[config.mk]
export PLATFORM = sky130hd
export DESIGN_NAME = pipelined_adder
export DESIGN_NICKNAME = d
export VERILOG_FILES = /design/src/rtl/adder_pkg.sv /design/src/rtl/adder_segment.sv /design/src/rtl/pipelined_adder.sv
export SDC_FILE = /design/constraint.sdc
export NUM_CORES = 1
export LEC_CHECK = 0
export CAP_MARGIN = 20
export CORE_MARGIN = 10
export CORE_UTILIZATION = 45
export CTS_BUF_LIST = sky130_fd_sc_hd__clkbuf_4 sky130_fd_sc_hd__clkbuf_8
export DETAILED_ROUTE_END_ITERATION = 16
export PLACE_DENSITY = 0.67
export SLEW_MARGIN = 20
export SYNTH_ARGS = -nofsm -noshare
export SYNTH_HDL_FRONTEND = slang
export SYNTH_SLANG_ARGS = --single-unit
[constraint.sdc]
create_clock -name clk -period 6.7 [get_ports clk]
set_input_delay 1.34 -clock clk [delete_from_list [all_inputs] [get_ports clk]]
set_output_delay 1.34 -clock clk [all_outputs]
set_load 0.005 [all_outputs]
[src/rtl/adder_pkg.sv]
// adder_pkg: shared types and constants for the pipelined adder/subtractor.
package adder_pkg;

  // Operation select for the arithmetic core
  typedef enum logic [1:0] {
    ADD = 2'd0,
    SUB = 2'd1,
    ADC = 2'd2,
    SBC = 2'd3
  } op_t;

  // ARM-style condition flags, packed as {N,Z,C,V}
  typedef struct packed {
    logic n;
    logic z;
    logic c;
    logic v;
  } flags_t;

  localparam int unsigned FLAGS_W = 4;
  localparam int unsigned FLAG_N  = 3;
  localparam int unsigned FLAG_Z  = 2;
  localparam int unsigned FLAG_C  = 1;
  localparam int unsigned FLAG_V  = 0;

  // Subtracting ops feed the inverted B operand
  function automatic logic is_sub(input op_t o);
    return (o == SUB) || (o == SBC);
  endfunction

endpackage

[src/rtl/adder_segment.sv]
// adder_segment: SEG-bit ripple-carry adder; one instance per pipeline stage.
module adder_segment #(
  parameter int unsigned SEG = 8
) (
  input  logic [SEG-1:0] a,
  input  logic [SEG-1:0] b,
  input  logic           cin,
  output logic [SEG-1:0] sum,
  output logic           cout,
  output logic           ctop
);

  logic [SEG:0] cy;

  // Bit-serial full-adder chain
  always_comb begin
    cy    = '0;
    sum   = '0;
    cy[0] = cin;
    for (int i = 0; i < int'(SEG); i++) begin
      sum[i]  = a[i] ^ b[i] ^ cy[i];
      cy[i+1] = (a[i] & b[i]) | (cy[i] & (a[i] ^ b[i]));
    end
  end

  assign cout = cy[SEG];
  assign ctop = cy[SEG-1];

endmodule

[src/rtl/pipelined_adder.sv]
// pipelined_adder: WIDTH-bit ADD/SUB/ADC/SBC with the carry chain split into
// STAGES registered segments and a stallable valid/ready handshake.
// Optional feature macro: ADDER_FLAGS_EN adds the registered {N,Z,C,V} flags port.
module pipelined_adder
  import adder_pkg::*;
#(
  parameter int unsigned WIDTH  = 32,
  parameter int unsigned STAGES = 4
) (
  input  logic             clk,
  input  logic             reset,
  input  logic             in_valid,
  output logic             in_ready,
  input  logic [WIDTH-1:0] a,
  input  logic [WIDTH-1:0] b,
  input  op_t              op,
  input  logic             carry_in,
  output logic             out_valid,
  input  logic             out_ready,
  output logic [WIDTH-1:0] sum
`ifdef ADDER_FLAGS_EN
  ,
  output flags_t           flags
`endif
);

  localparam int unsigned SEG = WIDTH / STAGES;

  // Reject configurations that cannot be split evenly
  generate
    if ((STAGES < 1) || (STAGES > WIDTH) || ((WIDTH % STAGES) != 0)) begin : g_bad_cfg
      $error("pipelined_adder: WIDTH must be a multiple of STAGES, 1 <= STAGES <= WIDTH");
    end
  endgenerate

  logic             en;
  logic [WIDTH-1:0] bx;
  logic             c0;

  logic [WIDTH-1:0] a_q   [STAGES];
  logic [WIDTH-1:0] bx_q  [STAGES];
  logic [WIDTH-1:0] s_q   [STAGES];
  logic             c_q   [STAGES];
  logic [STAGES-1:0] v_q;

  logic [WIDTH-1:0] a_in  [STAGES];
  logic [WIDTH-1:0] bx_in [STAGES];
  logic [WIDTH-1:0] s_in  [STAGES];
  logic             c_in  [STAGES];
  logic [WIDTH-1:0] s_nxt [STAGES];

  logic [SEG-1:0]    seg_sum [STAGES];
  logic [STAGES-1:0] seg_co;
  logic [STAGES-1:0] seg_ct;

  assign en        = out_ready | ~out_valid;
  assign in_ready  = en;
  assign out_valid = v_q[STAGES-1];
  assign sum       = s_q[STAGES-1];

  // Operand preparation: invert B and pick the initial carry
  always_comb begin
    bx = is_sub(op) ? ~b : b;
    c0 = carry_in;
    case (op)
      ADD:     c0 = 1'b0;
      SUB:     c0 = 1'b1;
      default: c0 = carry_in;
    endcase
  end

  // Stage inputs: stage 0 from the ports, later stages from the skewed registers
  always_comb begin
    a_in[0]  = a;
    bx_in[0] = bx;
    s_in[0]  = '0;
    c_in[0]  = c0;
    for (int k = 1; k < int'(STAGES); k++) begin
      a_in[k]  = a_q[k-1];
      bx_in[k] = bx_q[k-1];
      s_in[k]  = s_q[k-1];
      c_in[k]  = c_q[k-1];
    end
  end

  // One ripple segment per stage, each working on its own slice
  generate
    for (genvar k = 0; k < int'(STAGES); k++) begin : g_seg
      adder_segment #(.SEG(SEG)) u_seg (
        .a    (a_in[k][k*SEG +: SEG]),
        .b    (bx_in[k][k*SEG +: SEG]),
        .cin  (c_in[k]),
        .sum  (seg_sum[k]),
        .cout (seg_co[k]),
        .ctop (seg_ct[k])
      );
    end
  endgenerate

  // Insert each stage's partial sum into the travelling result word
  always_comb begin
    for (int k = 0; k < int'(STAGES); k++) begin
      s_nxt[k]                = s_in[k];
      s_nxt[k][k*SEG +: SEG]  = seg_sum[k];
    end
  end

  // Pipeline registers: all stages advance together or hold together
  always_ff @(posedge clk) begin
    if (reset) begin
      v_q <= '0;
      for (int k = 0; k < int'(STAGES); k++) begin
        a_q[k]  <= '0;
        bx_q[k] <= '0;
        s_q[k]  <= '0;
        c_q[k]  <= 1'b0;
      end
    end else if (en) begin
      v_q[0] <= in_valid;
      for (int k = 1; k < int'(STAGES); k++) begin
        v_q[k] <= v_q[k-1];
      end
      for (int k = 0; k < int'(STAGES); k++) begin
        a_q[k]  <= a_in[k];
        bx_q[k] <= bx_in[k];
        s_q[k]  <= s_nxt[k];
        c_q[k]  <= seg_co[k];
      end
    end
  end

`ifdef ADDER_FLAGS_EN
  flags_t flags_nxt;

  // Flags from the completed word; V uses the carry into and out of the MSB
  always_comb begin
    flags_nxt   = '0;
    flags_nxt.n = s_nxt[STAGES-1][WIDTH-1];
    flags_nxt.z = (s_nxt[STAGES-1] == '0);
    flags_nxt.c = seg_co[STAGES-1];
    flags_nxt.v = seg_ct[STAGES-1] ^ seg_co[STAGES-1];
  end

  // Flags register, advancing in lockstep with the final sum
  always_ff @(posedge clk) begin
    if (reset) begin
      flags <= '0;
    end else if (en) begin
      flags <= flags_nxt;
    end
  end
`else
  logic unused_ct;
  assign unused_ct = ^seg_ct;
`endif

endmodule

Word-level counts from Yosys, hierarchy flattened

Memories as Yosys holds them, arrays and structs flattened.
Cells that the tools add are included.

Input bits: 71
Output and inout port bits: 34
Memories: 4
RAM bits: 388
Flip-flop bits (word level): 4
Word-level logic and storage cells: 211

Muxes and demuxes: 23
Reductions and logical operators: 2
Equality and inequality tests: 2
Bitwise operators: 179

Memories:

| name | depth | width | read ports | clocked after Yosys merged registers in | write ports | line                  | source |
|---|---|---|---|---|---|---|---|
| a_q  | 4     | 32    | 3          | 0                                       | 4           | pipelined_adder.sv:40 | `logic [WIDTH-1:0] a_q [STAGES];` |
| bx_q | 4     | 32    | 3          | 0                                       | 4           | pipelined_adder.sv:41 | `logic [WIDTH-1:0] bx_q [STAGES];` |
| s_q  | 4     | 32    | 4          | 0                                       | 4           | pipelined_adder.sv:42 | `logic [WIDTH-1:0] s_q [STAGES];` |
| c_q  | 4     | 1     | 3          | 0                                       | 4           | pipelined_adder.sv:43 | `logic c_q [STAGES];` |

Operators with widths:

| kind                                                            | number |
|---|---|
| 32-bit 2-to-1 mux                                               | 13 |
| 1-bit AND                                                       | 64 |
| 1-bit bitwise XOR                                               | 64 |
| 1-bit OR                                                        | 49 |
| 32-bit NOT                                                      | 1 |
| 1-bit 2-to-1 mux                                                | 9 |
| 2-bit by 1-bit == test with 1-bit output, second input constant | 1 |
| 2-bit == test, second input constant                            | 1 |
| 2-bit zero test                                                 | 1 |
| 1-bit case mux with 2 select lines                              | 1 |
| 1-bit logical OR                                                | 1 |
| 1-bit NOT                                                       | 1 |

Logic depth before layout (Yosys ltp)

Gate-level depths: netlist of the first run.

Depth in word-level cells: 21
Mapped depth: 15
Depth with buffers taken out: 13

Modules after synthesis

Synthesis of the first run repeated with hierarchy kept, for this count alone.

Cell total of the unflattened synthesis: 523
Area total of the unflattened synthesis: 8893.5 µm²

By module, submodules not included:

| module          | seq. area each (µm²) | cells each | area an instance (µm²) | instances |
|---|---|---|---|---|
| pipelined_adder | 5455.2               | 451        | 8102.8                 | 1 |
| adder_segment   | 0.0                  | 18         | 197.7                  | 4 |

Worst setup path after synthesis of the first run

Ideal clock, no wire load.

Path type: input to register
From: in reset
To: mem a_q[0][10] (enable)
Arrival time: 5.641 ns
Path buffers: 0
Path slack: 0.488 ns
Stages: 1
Required time: 6.129 ns
Library setup time: 0.571 ns
Cells stage by stage: nand2b_1

RTL lines:

| item            | line                  | source |
|---|---|---|
| start, declared | pipelined_adder.sv:11 | `input logic reset,` |
| end, declared   | pipelined_adder.sv:40 |  |

==> impl_metrics.py, run 1 <==
metrics = {
    "status": {
        "status": "completed",
    },
    "setup_path": {
        "critPathKind": "primary input to flip-flop",
        "cp-end-kind": "flip-flop",
        "critPathMaxStageDelay_ns": 0.42,
        "critical_path_buf_inv_count": 4,
        "path_common_cell": "fa_1",
        "crit_path_top_delay_cell": "buf_2",
        "cp_top_family": "adder cells",
        "required_ns": 6.92,
        "path_cells": "buf_2 > buf_4 > xor2_1 > fa_1 > inv_1 > fa_1 > fa_1 > fa_1 > fa_1 > fa_1 > inv_1 > fa_1 > and2_4",
        "ff2ff_path_depth": 12,
        "ff2ff_setup_slack_ns": 2.84,
        "critPathMaxFanout": 17,
        "crit_arrival_ns": 5.22,
        "r2r_end": "s_q[0][47]$_SDFFCE_PN0P_",
        "start_kind": "primary input",
        "regToRegStartpoint": "a_q[0][8]$_SDFFCE_PN0P_",
    },
    "sta": {
        "hold_violations": 0,
        "maxSlewViolCount": 0,
        "skew_ns": 0.009151,
        "max_slew_margin": 0.3840,
        "hold-worst-slack_ns": 0.4723,
        "rsz0062_at_grt": "false",
        "setup_viol": 0,
        "min_period_ns": 4.995,
        "worst_pin_slew_ns": 0.9239,
        "clock.fmax_ghz": 0.2002,
        "post-route-worst-setup-slack_ns": 1.705,
        "fin_tns_setup_ns": 0,
        "finalCritPeriodShare": 0.7455,
    },
    "grt": {
        "grt_usage": 0.1080,
        "grt_max_degree": 180,
        "grt_pass1_vias": 4033,
        "grt_pass1_wl_mm": 20.24,
        "gr-total-overflow": 0,
        "antenna_found_initial": 0,
    },
    "drt": {
        "dr.pass1.iters": 4,
        "vias": 3706,
        "wl_per_cell_um": 14.39,
        "drc_errors": 0,
        "drt_iter0_drc": 257,
        "wl_mm": 12.03,
        "drtAntennaViolNets": 0,
        "post_drt_via_cell_ratio": 4.433,
    },
    "power": {
        "max-vdd-ir-drop_v": 0.0001164,
        "powerDensity_nw_per_um2": 236.6,
        "p_leak_nw": 3.804,
        "p_total_w": 0.002240,
    },
    "floorplan": {
        "dieArea_um2": 23360,
        "dieHeight_um": 152.8,
        "floorplan.initialDensity": 0.4591,
        "die_w_um": 152.8,
        "pin_count": 105,
        "core_um2": 17300,
        "fp-row-count": 48,
    },
    "placement": {
        "dp_hpwl_mm": 7.880,
        "port_buffers": 104,
        "place_area_um2": 9111,
        "pre_cts_slack_ns": 1.207,
        "globalplace.congestion": 0.7423,
    },
    "logic_synthesis": {
        "yosys_register_bits": 183,
        "synth_top_area_frac": 0.6769,
        "synthCells": 494,
        "yosys_warnings": 0,
        "synthTopCellsByArea": "edfxtp_1 68%, fa_1 7.8%, and2_1 6.5%",
        "synth-edff-count": 179,
        "syn-num-nets": 596,
        "yosys.area.top_type": "edfxtp_1",
        "synthTopCellsByCount": "179 x edfxtp_1, 83 x and2_1, 58 x and2_4",
        "yosysUniqueCellTypes": 21,
        "ys_seq_area_frac": 0.6869,
        "async_flop_share": 0,
        "synth_most_common_cell": "edfxtp_1",
        "netlist_area_um2": 7941,
        "syn_avg_cell_area_um2": 16.08,
        "synth_flop_cell": "edfxtp_1",
    },
    "final_layout": {
        "diodes": 0,
        "final_cell_area_um2": 9469,
        "drive_gt1_frac": 0.1588,
        "nNetsFinal": 700,
        "area_growth_pct": 19.24,
    },
    "clock_tree": {
        "htree_levels": 4,
        "cts_resized": 0,
        "numCtsBuffers": 17,
        "ctsRootBufferMaster": "clkbuf_8",
        "cts_buffer_depth": 2,
        "clkTransAtPathRegs_ns": 0.08,
        "cts.sinks": 183,
        "post_cts_buffers": 0,
        "insertion_delay_ns": 0.46,
        "cts_tree": "yes",
        "hold_buffers": 0,
    },
    "hold_path": {
        "hp-class": "flip-flop to flip-flop",
        "holdPathStages": 2,
        "min_to": "v_q[1]$_SDFFE_PP0P_",
        "min-delay-start": "v_q[1]$_SDFFE_PP0P_",
    },
    "run": {
        "drv_cap": 0,
    },
}
stage by stage:
stage / utilization / instances
3_3_place_gp: 0.5268 / 804
6_report: 0.5475 / 836
4_1_cts: 0.5475 / 836
3_5_place_dp: 0.5268 / 804
5_1_grt: 0.5475 / 836
2_1_floorplan: - / 494
tightest hold or removal path: cells and delay by family (launching register included):
family             cells  cell delay [ns]
DFF                    1             0.32
and+or+nand+nor        1             0.06
AOI/OAI and AO/OA      1             0.05
flip-flops by register name, summed over array words and instances, names as in the netlist:
name  cells
bx_q     48
a_q      48
c_q       3
v_q       4
s_q      80
report_power, final:
| part | internal, W | leakage, nW | switching, W | total, W |
|---|---|---|---|---|
| Combinational | 0.000125 | 1.47 | 0.0000820 | 0.000206 |
| Sequential | 0.00134 | 2.16 | 0.0000240 | 0.00137 |
| Clock | 0.000298 | 0.175 | 0.000370 | 0.000668 |
| Total | 0.00176 | 3.80 | 0.000476 | 0.00224 |
layer usage:
layer,vias to the layer above,share of wire,wire length (um),global-route usage
met1,1772,0.40,4819,0.1213
met5,-,0,0,0
met3,18,0.050,600,0.03563
met2,79,0.53,6346,0.1810
li1,1837,-,-,-
met4,0,0.022,263,0.05359
cells in the final DEF (no fill, tap or decap):
cell type | Yosys | routed
edfxtp_1 | 179 | 179
clkdlybuf4s50_1 | 0 | 103
and2_1 | 83 | 83
and2_4 | 58 | 58
nor2_1 | 40 | 40
xnor2_1 | 31 | 31
fa_1 | 31 | 31
inv_1 | 27 | 27
clkbuf_8 | 0 | 17
nand2_1 | 6 | 6
clkinv_4 | 0 | 4
dfxtp_1 | 4 | 4
xor2_1 | 3 | 3
a21oi_1 | 3 | 3
clkinv_1 | 0 | 3
clkinvlp_4 | 0 | 3
buf_4 | 3 | 3
clkinv_2 | 0 | 2
clkbuf_4 | 0 | 2
nor2b_4 | 1 | 1
inv_2 | 1 | 1
nand2b_4 | 0 | 1
mux2i_1 | 1 | 1
nor2_4 | 1 | 1
nand2b_2 | 1 | 1
bufinv_16 | 0 | 1
buf_2 | 2 | 1
buf_12 | 0 | 1
cells by family (layout without fill, tap and decap cells):
kind of cell               count (synthesis)  in the layout  synth area share
adders and majority gates                 31             31           0.07815
buffers and inverters                     51            168           0.03813
xor gates and xnor gates                  34             34           0.03750
and+or+nand+nor                          191            191            0.1561
AOI/OAI and AO/OA                          3              3          0.001890
DFF                                      183            183            0.6869
muxes                                      1              1          0.001260
cell type report:
class	instances	area, um2
clock buffer	19	249.0
clock inverter	13	108.9
fill	1403	7828
inverter	28	105.1
multi-input combinational	260	2191
sequential	183	5455
tap	225	281.5
timing repair buffer	108	1079
worst max path at each step:
stage | start | end | cells after the start
final | op[0] | s_q[0][7]$_SDFFCE_PN0P_ | 13
after detailed placement | op[0] | s_q[0][7]$_SDFFCE_PN0P_ | 13
after global placement | op[0] | s_q[0][7]$_SDFFCE_PN0P_ | 13
after CTS | op[0] | s_q[0][7]$_SDFFCE_PN0P_ | 13
after global routing | op[0] | s_q[0][7]$_SDFFCE_PN0P_ | 14
after floorplan | reset | a_q[0][10]$_SDFFCE_PN0P_ | 1
(Power assumes the default switching activity.)
==> run 2: changes to the inputs <==
--- a/config.mk
+++ b/config.mk
@@ -10,7 +10,7 @@
 export CORE_UTILIZATION = 45
 export CTS_BUF_LIST = sky130_fd_sc_hd__clkbuf_4 sky130_fd_sc_hd__clkbuf_8
 export DETAILED_ROUTE_END_ITERATION = 16
-export PLACE_DENSITY = 0.67
+export PLACE_DENSITY = 0.7
 export SLEW_MARGIN = 20
 export SYNTH_ARGS = -nofsm -noshare
 export SYNTH_HDL_FRONTEND = slang
==> constraint.sdc (replaced) <==
create_clock -name clk -period 4.3 [get_ports clk]
set_input_delay 0.86 -clock clk [delete_from_list [all_inputs] [get_ports clk]]
set_output_delay 0.86 -clock clk [all_outputs]
set_load 0.005 [all_outputs]
==> run 2 against run 1 <==
Against the previous run:
- worst hold slack lost 0.0018 ns
- critical path depth grew 1
- clock power grew 60%
- first-iteration DRC count shrank 4.7%
- critical endpoint unchanged
- largest cell class unchanged
- highest routed layer unchanged
==> impl_metrics.py, run 2 (synthesis gave the netlist of run 1 again) <==
metrics = {
    "final_layout": {
        "num-fill-cells": 1387,
        "diodes": 0,
        "utilization": 0.5526,
        "area_growth_pct": 20.36,
        "drive_gt1_frac": 0.1743,
        "nNetsFinal": 705,
        "largest_register_ff_count": 80,
        "final_cell_mix": "179 x edfxtp_1, 102 x clkdlybuf4s50_1, 83 x and2_1",
        "reg_top3": "s_q (80), a_q (48), bx_q (48)",
        "final_cell_area_um2": 9558,
        "largest_register": "s_q",
        "final_common_cell": "edfxtp_1",
    },
    "sta": {
        "worst_pin_slew_ns": 0.8439,
        "hold_violations": 0,
        "maxSlewViolCount": 0,
        "hold-worst-slack_ns": 0.4706,
        "rsz0062_at_grt": "false",
        "min_period_ns": 4.178,
        "setup_viol": 0,
        "clock.fmax_ghz": 0.2393,
        "skew_ns": 0.01069,
        "finalCritPeriodShare": 0.9717,
        "fin_tns_setup_ns": 0,
        "max_slew_margin": 0.4374,
    },
    "status": {
        "status": "completed",
    },
    "floorplan": {
        "die_w_um": 152.8,
        "core_um2": 17300,
        "floorplan.initialDensity": 0.4591,
        "dieHeight_um": 152.8,
        "fp-row-count": 48,
        "pin_count": 105,
        "dieArea_um2": 23360,
    },
    "power": {
        "powerDensity_nw_per_um2": 369.4,
        "p_total_w": 0.003531,
        "swShare": 0.2057,
        "power_frac_comb": 0.093,
        "max-vdd-ir-drop_v": 0.0002148,
        "p_clk_frac": 0.304,
        "internal_power_w": 0.002805,
        "seqPwrFrac": 0.603,
        "p_leak_nw": 3.853,
        "p_sw_w": 0.0007264,
    },
    "grt": {
        "grt_pass1_vias": 4060,
        "grt_usage": 0.1092,
        "antenna_found_initial": 0,
        "grt_pass1_wl_mm": 20.43,
        "grt_max_degree": 79,
        "gr-total-overflow": 0,
    },
    "placement": {
        "globalplace.congestion": 0.7674,
        "place_area_um2": 9161,
        "dp_hpwl_mm": 8.420,
        "port_buffers": 104,
    },
    "setup_path": {
        "critPathKind": "primary input to flip-flop",
        "cp-end-kind": "flip-flop",
        "critPathMaxFanout": 1,
        "crit_arrival_ns": 4.39,
        "required_ns": 4.51,
        "ff2ff_setup_slack_ns": 0.41,
        "start_kind": "primary input",
    },
    "clock_tree": {
        "numCtsBuffers": 17,
        "post_cts_buffers": 0,
        "insertion_delay_ns": 0.45,
        "clkTransAtPathRegs_ns": 0.08,
        "hold_buffers": 0,
        "ctsRootBufferMaster": "clkbuf_8",
        "cts_tree": "yes",
        "htree_levels": 4,
        "cts_buffer_depth": 2,
        "cts.sinks": 183,
    },
    "drt": {
        "drt_iter0_drc": 245,
        "post_drt_via_cell_ratio": 4.436,
        "wl_mm": 12.33,
        "drc_errors": 0,
        "wl_per_cell_um": 14.69,
        "drtAntennaViolNets": 0,
        "dr.pass1.iters": 5,
        "vias": 3722,
    },
    "hold_path": {
        "hp-class": "flip-flop to flip-flop",
    },
    "run": {
        "drv_cap": 0,
    },
}
[run 2: worst max-delay path: stages]
cell	delay, ns
clkdlybuf4s50_1	0.47
mux2i_1	0.10
fa_2	0.33
inv_1	0.07
fa_1	0.16
inv_1	0.05
fa_2	0.34
fa_2	0.35
fa_2	0.35
fa_2	0.35
fa_2	0.33
inv_1	0.07
fa_1	0.40
and2_4	0.14
[run 2: final timing paths]
| kind | startpoint | endpoint | cells after the start |
|---|---|---|---|
| max | op[1] | s_q[0][7]$_SDFFCE_PN0P_ | 14 |
| min reg2reg | v_q[2]$_SDFFE_PP0P_ | v_q[2]$_SDFFE_PP0P_ | 2 |
| min | v_q[2]$_SDFFE_PP0P_ | v_q[2]$_SDFFE_PP0P_ | 2 |
| max reg2reg | a_q[0][8]$_SDFFCE_PN0P_ | s_q[0][47]$_SDFFCE_PN0P_ | 12 |
[run 2: cell type report]
| cell class | instances | area [um2] | share of cell area |
|---|---|---|---|
| inverters | 28 | 105.1 | 0.01100 |
| well taps | 225 | 281.5 | 0.02945 |
| clock buffers | 19 | 249.0 | 0.02605 |
| multi-input cells | 260 | 2213 | 0.2316 |
| repair buffers | 113 | 1144 | 0.1196 |
| flip-flops and latches | 183 | 5455 | 0.5708 |
| clock inverters | 11 | 110.1 | 0.01152 |
[run 2: per-stage QoR]
step	worst slack [ns]	instances
after floorplan	-0.2197	494
after global placement	-0.4169	808
after detailed placement	-0.5169	808
after CTS	0.03966	838
after global routing	0.02080	839
final	0.1216	839
[run 2: power groups by stage]
stage          Combinational, W  Sequential [W]  Clock [W]
6_report               0.000330         0.00213    0.00107
5_1_grt                0.000374         0.00214    0.00118
4_1_cts                0.000333         0.00213    0.00110
3_5_place_dp           0.000331         0.00217          0
3_3_place_gp           0.000323         0.00217          0
2_1_floorplan          0.000199         0.00216          0
[run 2: per-layer routing]
layer	GRT usage	vias up	part of all wire
met1	0.1237	1790	0.41
met3	0.03507	15	0.044
met5	0	-	0
met2	0.1839	74	0.52
met4	0.05086	0	0.020
li1	-	1843	-
[run 2: what timing repair did]
item / 4_1_cts / 5_1_grt
resized for setup: 1 / 4
hold endpoints to repair: 0 / 0
endpoints found under the setup margin: 1 / 1
==> run 3: changes to the inputs <==
--- a/config.mk
+++ b/config.mk
@@ -5,6 +5,7 @@
 export SDC_FILE = /design/constraint.sdc
 export NUM_CORES = 1
 export LEC_CHECK = 0
+export ABC_AREA = 1
 export CAP_MARGIN = 20
 export CORE_MARGIN = 10
 export CORE_UTILIZATION = 45
==> run 3 against run 2 <==
Against the previous run:
- clock skew shrank 0.0011 ns
- wire length grew 4.2%
- final area shrank 0.45%
- fmax grew 0.16%
- setup slack gained 0.0066 ns
- via count grew 15%
- highest routed layer unchanged
- power shrank 2.0%
- final cell count grew 18%
==> impl_metrics.py, run 3 <==
metrics = {
    "status": {
        "status": "completed",
    },
    "final_layout": {
        "largest_register": "s_q",
        "drive_gt1_frac": 0.06422,
        "diodes": 0,
        "final_cell_mix": "179 x nor2_1, 179 x edfxtp_1, 172 x inv_1",
        "utilization": 0.5482,
        "final_cell_area_um2": 9515,
        "num-fill-cells": 1423,
        "area_growth_pct": 19.05,
        "multi_input_area_um2": 1700,
        "seqCellArea_um2": 5455,
        "nNetsFinal": 852,
        "largest_register_ff_count": 80,
        "reg_top3": "s_q (80), a_q (48), bx_q (48)",
        "layout.cells.non_filler": 988,
    },
    "clock_tree": {
        "cts_resized": 0,
        "cts.sinks": 183,
        "clkTransAtPathRegs_ns": 0.09,
        "ctsRootBufferMaster": "clkbuf_8",
        "insertion_delay_ns": 0.46,
        "numCtsBuffers": 17,
        "post_cts_buffers": 0,
        "hold_buffers": 0,
        "cts_buffer_depth": 2,
        "htree_levels": 4,
        "cts_tree": "yes",
    },
    "grt": {
        "grt_pass1_wl_mm": 21.54,
        "grt_pass1_vias": 4585,
        "grt_usage": 0.1130,
        "antenna_found_initial": 0,
        "grt_max_degree": 123,
        "gr-total-overflow": 0,
    },
    "floorplan": {
        "floorplan.initialDensity": 0.4605,
        "dieArea_um2": 23490,
        "dieHeight_um": 153.3,
        "core_um2": 17360,
        "fp-row-count": 48,
        "die_w_um": 153.3,
        "pin_count": 105,
    },
    "setup_path": {
        "critPathMaxStageDelay_ns": 0.47,
        "start_kind": "primary input",
        "critPathKind": "primary input to flip-flop",
        "cp-end-kind": "flip-flop",
        "critPathMaxFanout": 1,
        "cp_top_family": "adder cells",
        "crit_path_top_delay_cell": "clkdlybuf4s50_1",
        "required_ns": 4.49,
        "critical_path_buf_inv_count": 5,
        "path_common_cell": "fa_2",
        "path_cells": "clkdlybuf4s50_1 > mux2i_1 > fa_2 > inv_1 > fa_1 > inv_1 > fa_2 > fa_2 > fa_2 > fa_2 > fa_2 > inv_2 > fa_1 > inv_1 > nor2_1",
        "crit_arrival_ns": 4.36,
    },
    "sta": {
        "worst_pin_slew_ns": 0.8582,
        "max_slew_margin": 0.4279,
        "finalCritPeriodShare": 0.9702,
        "hold_violations": 0,
        "setup_viol": 0,
        "fin_tns_setup_ns": 0,
        "maxSlewViolCount": 0,
        "min_period_ns": 4.172,
        "skew_ns": 0.009562,
        "clock.fmax_ghz": 0.2397,
        "rsz0062_at_grt": "false",
    },
    "logic_synthesis": {
        "synth_top_area_frac": 0.6725,
        "synth_flop_cell": "edfxtp_1",
        "ys_seq_area_frac": 0.6825,
        "synth-edff-count": 179,
        "yosys.area.top_type": "edfxtp_1",
        "async_flop_share": 0,
        "yosys_register_bits": 183,
        "yosysUniqueCellTypes": 16,
        "synth_most_common_cell": "nor2_1",
        "syn_avg_cell_area_um2": 12.45,
        "yosys_warnings": 0,
        "synthCells": 642,
        "netlist_area_um2": 7993,
        "synthTopCellsByCount": "180 x nor2_1, 179 x edfxtp_1, 174 x inv_1",
        "syn-num-nets": 744,
        "synthTopCellsByArea": "edfxtp_1 67%, nor2_1 8.5%, inv_1 8.2%",
    },
    "placement": {
        "port_buffers": 104,
        "post-place-cells": 956,
        "place_area_um2": 9190,
        "globalplace.congestion": 0.7605,
        "dp_hpwl_mm": 8.828,
    },
    "power": {
        "p_leak_nw": 3.986,
        "p_total_w": 0.003459,
        "powerDensity_nw_per_um2": 363.5,
        "max-vdd-ir-drop_v": 0.0001863,
    },
    "run": {
        "drv_cap": 0,
    },
    "drt": {
        "drt_iter0_drc": 270,
        "post_drt_via_cell_ratio": 4.315,
        "wl_per_cell_um": 13.00,
        "wl_mm": 12.85,
        "drc_errors": 0,
        "drtAntennaViolNets": 0,
        "vias": 4263,
        "dr.pass1.iters": 4,
    },
    "hold_path": {
        "hp-class": "flip-flop to flip-flop",
    },
}
==> run 3: cell types whose count changed in the layout (fill, tap and decap cells not counted), sizes merged, moves of 4 or more <==
cell / change
and2: -141
clkinv: +4
inv: +146
nand2: +10
nor2: +139
==> run 3: cell families after synthesis <==
logic type | share of synthesized area
compound gates | 0.0006256
mux | 0.001252
xor+xnor | 0.03507
simple gates | 0.09393
fa+ha+maj | 0.07765
flops | 0.6825
buf+inv | 0.1090
==> run 3: worst reg2reg max path: stages, from the launching register on <==
cell and delay, ns:
edfxtp_1 0.41, fa_1 0.43, inv_1 0.08, fa_1 0.16, inv_1 0.05, fa_1 0.41
fa_1 0.39, fa_1 0.42, fa_1 0.39, fa_1 0.36, inv_1 0.07, fa_1 0.41
nor2_1 0.10
==> run 3: worst paths after layout <==
path                                 from                       end  slack, ns  cells past startpoint
hold / removal        v_q[1]$_SDFFE_PP0P_       v_q[2]$_SDFFE_PP0P_       0.46                      2
setup / recovery                    op[1]   s_q[0][7]$_SDFFCE_PN0P_       0.13                     15
hold reg to reg       v_q[1]$_SDFFE_PP0P_       v_q[2]$_SDFFE_PP0P_       0.46                      2
setup reg to reg  a_q[0][8]$_SDFFCE_PN0P_  s_q[0][47]$_SDFFCE_PN0P_       0.47                     12
==> run 3: routing by layer <==
| layer | up-vias | part of all wire | routed length [um] | track usage |
|---|---|---|---|---|
| li1 | 2143 | - | - | - |
| met1 | 2021 | 0.42 | 5342 | 0.1257 |
| met2 | 75 | 0.51 | 6568 | 0.1919 |
| met3 | 24 | 0.050 | 647 | 0.03788 |
| met4 | 0 | 0.022 | 286 | 0.05177 |
| met5 | - | 0 | 0 | 0 |
==> run 3: where the power goes <==
part | internal [W] | leakage (nW) | switching (W)
sequential | 0.00209 | 2.16 | 0.0000411
clock | 0.000388 | 0.161 | 0.000592
combinational | 0.000180 | 1.67 | 0.000167
==> run 3: cell type report <==
type                       count  share of cell area
clock inverter                15            0.009336
tap                          225             0.02959
timing repair buffer         112              0.1154
multi-input combinational    262              0.1787
inverter                     174             0.06903
sequential                   183              0.5733
clock buffer                  17             0.02459
==> run 3: per-stage QoR <==
step / setup WS, ns / hold WS (ns)
final: 0.1283 / 0.4572
after global routing: 0.02638 / 0.4857
after CTS: 0.06464 / 0.4585
after detailed placement: -0.4475 / 0.4421
after global placement: -0.3320 / 0.4293
after floorplan: -0.009806 / 0.4191
